===== src/rtl/q_row_fetch.sv =====
// q_row_fetch: fetches one Q-table row (ACTIONS consecutive words for a state)
// from a 1-cycle-latency RAM and presents it as a packed bus with a one-cycle
// valid pulse. Request handshake is valid/ready; o_data holds between pulses.
module q_row_fetch #(
  parameter int DATA_WIDTH    = 32,
  parameter int ACTIONS       = 4,
  parameter int ACTIONS_WIDTH = 2,
  parameter int STATE_WIDTH   = 4
) (
  input  logic                                 clk,
  input  logic                                 rst_n,
  input  logic                                 i_valid,
  input  logic [STATE_WIDTH-1:0]               i_state,
  output logic                                 o_ready,
  output logic                                 o_ram_rd_en,
  output logic [STATE_WIDTH+ACTIONS_WIDTH-1:0] o_ram_addr,
  input  logic [DATA_WIDTH-1:0]                i_ram_data,
  output logic [DATA_WIDTH*ACTIONS-1:0]        o_data,
  output logic                                 o_valid
);

  localparam logic [ACTIONS_WIDTH-1:0] LAST_IDX = ACTIONS_WIDTH'(ACTIONS - 1);

  typedef enum logic [1:0] {
    IDLE,
    READ,
    WAIT,
    DONE
  } state_t;

  state_t                               state_q;
  logic [STATE_WIDTH-1:0]               row_state_q;
  logic [ACTIONS_WIDTH-1:0]             cnt_q;
  logic                                 ready_q;
  logic                                 rd_en_q;
  logic [STATE_WIDTH+ACTIONS_WIDTH-1:0] addr_q;
  logic [DATA_WIDTH*ACTIONS-1:0]        data_q;
  logic                                 valid_q;

  // Capture pipeline: read strobe and slot index delayed to line up with data.
  logic                                 cap_en_q;
  logic [ACTIONS_WIDTH-1:0]             cap_idx_q;
  logic [DATA_WIDTH*ACTIONS-1:0]        shadow_q;
  logic [DATA_WIDTH*ACTIONS-1:0]        shadow_d;

  assign o_ready     = ready_q;
  assign o_ram_rd_en = rd_en_q;
  assign o_ram_addr  = addr_q;
  assign o_data      = data_q;
  assign o_valid     = valid_q;

  // Merge the word returning this cycle into its shadow slot.
  always_comb begin
    // NOTE: default every always_comb output first so no path infers a latch.
    shadow_d = shadow_q;
    if (cap_en_q) begin
      shadow_d[cap_idx_q*DATA_WIDTH +: DATA_WIDTH] = i_ram_data;
    end
  end

  // Delay rd_en/index by one cycle and commit returned words to the shadow buffer.
  always_ff @(posedge clk) begin
    // NOTE: the shadow buffer is reset explicitly so o_data reads 0 after reset
    // and no stale row from an aborted fetch can leak out.
    if (!rst_n) begin
      cap_en_q  <= 1'b0;
      cap_idx_q <= '0;
      shadow_q  <= '0;
    end else begin
      // NOTE: sequential state uses non-blocking assignment so every register
      // samples pre-edge values regardless of statement order.
      cap_en_q  <= rd_en_q;
      cap_idx_q <= cnt_q;
      shadow_q  <= shadow_d;
    end
  end

  // Control FSM with registered outputs: accept, issue ACTIONS reads, drain, publish.
  always_ff @(posedge clk) begin
    if (!rst_n) begin
      state_q     <= IDLE;
      row_state_q <= '0;
      cnt_q       <= '0;
      ready_q     <= 1'b1;
      rd_en_q     <= 1'b0;
      addr_q      <= '0;
      data_q      <= '0;
      valid_q     <= 1'b0;
    end else begin
      valid_q <= 1'b0;
      case (state_q)
        IDLE: begin
          if (i_valid) begin
            row_state_q <= i_state;
            cnt_q       <= '0;
            rd_en_q     <= 1'b1;
            addr_q      <= {i_state, ACTIONS_WIDTH'(0)};
            ready_q     <= 1'b0;
            state_q     <= READ;
          end
        end
        READ: begin
          if (cnt_q == LAST_IDX) begin
            // Last index issued; address is held at its final value.
            rd_en_q <= 1'b0;
            cnt_q   <= '0;
            state_q <= WAIT;
          end else begin
            cnt_q  <= cnt_q + ACTIONS_WIDTH'(1);
            addr_q <= {row_state_q, cnt_q + ACTIONS_WIDTH'(1)};
          end
        end
        WAIT: begin
          // The final word lands this cycle, so publish the merged buffer.
          data_q  <= shadow_d;
          valid_q <= 1'b1;
          state_q <= DONE;
        end
        DONE: begin
          ready_q <= 1'b1;
          state_q <= IDLE;
        end
        default: begin
          ready_q <= 1'b1;
          rd_en_q <= 1'b0;
          state_q <= IDLE;
        end
      endcase
    end
  end

endmodule


===== config.mk =====
export PLATFORM = sky130hd
export DESIGN_NAME = q_row_fetch
export DESIGN_NICKNAME = d
export VERILOG_FILES = /design/src/rtl/q_row_fetch.sv
export SDC_FILE = /design/constraint.sdc
export NUM_CORES = 1
export LEC_CHECK = 0
export BUFFER_PORTS_ARGS = -buffer_cell sky130_fd_sc_hd__buf_2
export CAP_MARGIN = 20
export CORE_UTILIZATION = 30
export DETAILED_ROUTE_END_ITERATION = 10
export PLACE_DENSITY = 0.5
export SLEW_MARGIN = 20
export SYNTH_ARGS = -nofsm -noshare
export SYNTH_HDL_FRONTEND = slang
export SYNTH_SLANG_ARGS = --single-unit

===== constraint.sdc =====
create_clock -name clk -period 2.3 [get_ports clk]
set_input_delay 0.115 -clock clk [delete_from_list [all_inputs] [get_ports clk]]
set_output_delay 0.115 -clock clk [all_outputs]
set_load 0.005 [all_outputs]

==> flow_summary.json <==
{
  "status": "complete, but fails checks",
  "violations": "design-rule violations",
  "grt_max_degree": 81,
  "hpwl_um": 20900,
  "finalPower_mw": 15.26,
  "synthMuxAreaShare_pct": 0.5576,
  "postLayoutCoreUtil_pct": 38.16,
  "dieArea_um2": 37420,
  "nNetsFinal": 1257,
  "cp.depth": 6,
  "netlist.area_leader.share_pct": 50.26,
  "holdPathStages": 3,
  "drtIter0Drc": 457,
  "synth-seq-cells": 276,
  "synth_common_cells": "dfxtp_1 (276), nor2b_1 (163), o21ai_0 (133)",
  "synthArstFlopShare_pct": 0,
  "synthTopCellsByArea": "dfxtp_1 (50%), nor2b_1 (9.3%), a32oi_2 (8.9%), o21ai_0 (6.1%), a21oi_2 (4.8%)",
  "slew_headroom_pct": 59.97,
  "firstDrtPassIters": 8,
  "gp_congestion": 0.7298,
  "synth.avg_cell_area_um2": 10.48,
  "synth_fp_nets": 1099,
  "hold_class": "in2reg",
  "r2r_end": "o_data[106]$_SDFFE_PN0P_",
  "holdPathEnd": "shadow_q[21]$_SDFF_PN0_",
  "critPathCaptureType": "flip-flop",
  "worstPathRequired_ns": 2.78,
  "cts_hold_buffers": 26,
  "antenna_found_initial": 1,
  "port_buffers": 175,
  "ir_drop_mv": 0.5788,
  "postCtsSetupRepairBufs": 0,
  "tightest_slew_ns": 0.6004,
  "grt-ovfl-total": 0,
  "vias": 8307,
  "fp.dieW_um": 193.4,
  "worst-path-buf-inv": 2,
  "ys_warn_count": 0,
  "drcViolationCount": 12,
  "reg2reg_depth": 6,
  "viasPerCell": 4.907,
  "grt_pass1_vias": 7991,
  "clock_latency_ns": 0.56,
  "ios": 176,
  "yosysMostFrequentCell": "dfxtp_1",
  "critical_path.cell_chain": "inv_1 -> ha_1 -> and3b_1 -> buf_12 -> a32oi_1 -> a21oi_1",
  "clock.fmax_ghz": 0.4787,
  "clock-sinks": 276,
  "cts.reportedPaths.clkPinSlew_ns": 0.06,
  "cts.repair.resized": 0,
  "yosys_most_used_dff": "dfxtp_1",
  "critical_path.max_stage_delay_ns": 0.56,
  "synth_top_family_by_area": "compound AO/OA/AOI/OAI gates",
  "netlist_instances": 1049,
  "hold_start": "i_ram_data[21]",
  "rows": 69,
  "start_kind": "flip-flop",
  "grtUsageTotal_pct": 16.88,
  "syn-cell-area_um2": 10990,
  "cts_buffer_depth": 3,
  "skew_ns": 0.01287,
  "synth_edf_count": 0,
  "worstSetupPathType": "reg2reg",
  "finalHoldViolCount": 0,
  "cp_max_fo": 22,
  "final.setup.tns_ns": 0,
  "post-place-ws_ns": 0.2426,
  "synth-simple-area-share_pct": 11.29,
  "rsz0062_at_grt": "false",
  "core_area_um2": 35830,
  "antenna_cells": 0,
  "start_util_pct": 30.69,
  "grt_pass1_wl_um": 49800,
  "synthXorXnorAreaFrac_pct": 0,
  "synth_fa_ha_area_share_pct": 1.252,
  "area_growth_pct": 24.34,
  "min_period_ns": 2.089,
  "power.leakage_nw": 5.122,
  "reg2reg_slack_ns": 0.21,
  "synth-seq-area-share_pct": 50.26,
  "cts_tree": "yes",
  "rr_startpoint": "cap_idx_q[0]$_SDFF_PN0_",
  "fillers": 3569,
  "drtAntennaViolNets": 0,
  "drive_gt1_share_pct": 31.82,
  "timing.critical_path.max_delay_family": "simple AND/OR/NAND/NOR gates",
  "slowest_stage": "and3b_1",
  "crit_arrival_ns": 2.57,
  "synth.distinct_cells": 33,
  "ctsHtreeMaxLevel": 1,
  "cts_made_buffers": 31,
  "slew_viol_final": 0,
  "setup_violations": 0,
  "synth-compound-area-share_pct": 30.83,
  "cap_violations": 0,
  "cts_root_buffer": "clkbuf_16",
  "setup_ws_ns": 0.2110,
  "routed_wl_um": 32210,
  "synth_top_area_cell": "dfxtp_1",
  "chipHeight_um": 193.4,
  "period_share_pct": 90.83,
  "power_density_nw_per_um2": 1117,
  "wl_per_cell_um": 19.03
}
## worst max path at each step
| stage | start | to | slack, ns |
|---|---|---|---|
| 2_1_floorplan | cap_idx_q[0]$_SDFF_PN0_ | o_data[64]$_SDFFE_PN0P_ | 0.21 |
| 3_5_place_dp | cap_idx_q[0]$_SDFF_PN0_ | o_data[103]$_SDFFE_PN0P_ | 0.24 |
| 4_1_cts | cap_idx_q[0]$_SDFF_PN0_ | o_data[106]$_SDFFE_PN0P_ | 0.21 |
| 3_3_place_gp | cap_idx_q[1]$_SDFF_PN0_ | o_data[38]$_SDFFE_PN0P_ | 0.29 |
| 5_1_grt | cap_idx_q[0]$_SDFF_PN0_ | o_data[107]$_SDFFE_PN0P_ | 0.07 |
| 6_report | cap_idx_q[0]$_SDFF_PN0_ | o_data[106]$_SDFFE_PN0P_ | 0.21 |
## layer usage
metal | up-vias | part of all wire [%] | GRT usage, %
met5 | - | 0 | 0
met4 | 0 | 1.7 | 4.207
met3 | 39 | 6.7 | 4.341
met2 | 206 | 43 | 25.07
met1 | 3950 | 49 | 24.15
li1 | 4112 | - | -
## report_power, final
group | switching, mW | internal (mW) | total (mW)
sequential | 0.504 | 5.76 | 6.26
clock | 1.99 | 3.05 | 5.04
combinational | 2.32 | 1.65 | 3.96
total | 4.81 | 10.5 | 15.3
## flip-flops by register name (all words and copies together), names as in the netlist
name and cells:
row_state_q 4, o_valid 1, o_data 128, o_ram_addr 6
cnt_q 2, cap_en_q 1, state_q 2, cap_idx_q 2
o_ram_rd_en 1, shadow_q 128, o_ready 1
## worst register-to-register path, delay by kind of cell (launching register included)
| family | cells | cell delay [ns] |
|---|---|---|
| DFF | 1 | 0.40 |
| buffers and inverters | 2 | 0.36 |
| and+or+nand+nor | 1 | 0.56 |
| adders and majority gates | 1 | 0.36 |
| AOI/OAI and AO/OA | 2 | 0.33 |
## logic make-up after synthesis
| logic type | after synthesis |
|---|---|
| mux | 6 |
| flops | 276 |
| buf+inv | 114 |
| simple gates | 206 |
| compound gates | 436 |
| fa+ha+maj | 11 |
## per-stage QoR
stage	hold slack, ns	instances	instance area (um2)
floorplan	0.2710	1049	10990
global placement	0.3899	1608	12320
detailed placement	0.3988	1608	12320
CTS	0.001360	1692	13640
global route	0.01590	1693	13670
finish	0.01351	1693	13670
## cell type report
| class | count | area [um2] | area share [%] |
|---|---|---|---|
| multi-input cells | 659 | 4875 | 35.66 |
| well taps | 461 | 576.8 | 4.219 |
| flip-flops and latches | 276 | 5528 | 40.44 |
| clock buffers | 49 | 953.4 | 6.974 |
| clock inverters | 9 | 105.1 | 0.7688 |
| inverters | 4 | 15.01 | 0.1098 |
| repair buffers | 235 | 1618 | 11.83 |
## placed cells by master (no fill, tap or decap), types with 13 or more instances in the layout
cell type / instances
nand2_1: 13
o21ai_0: 133
clkbuf_16: 31
dfxtp_1: 274
buf_2: 174
a21oi_1: 68
dlygate4sd3_1: 26
a32oi_1: 37
buf_4: 17
buf_12: 16
nor2b_1: 161
a32oi_2: 60
a21oi_2: 60
a21boi_0: 34
a31oi_1: 32
Note: power is estimated with default switching activity, not from simulation.
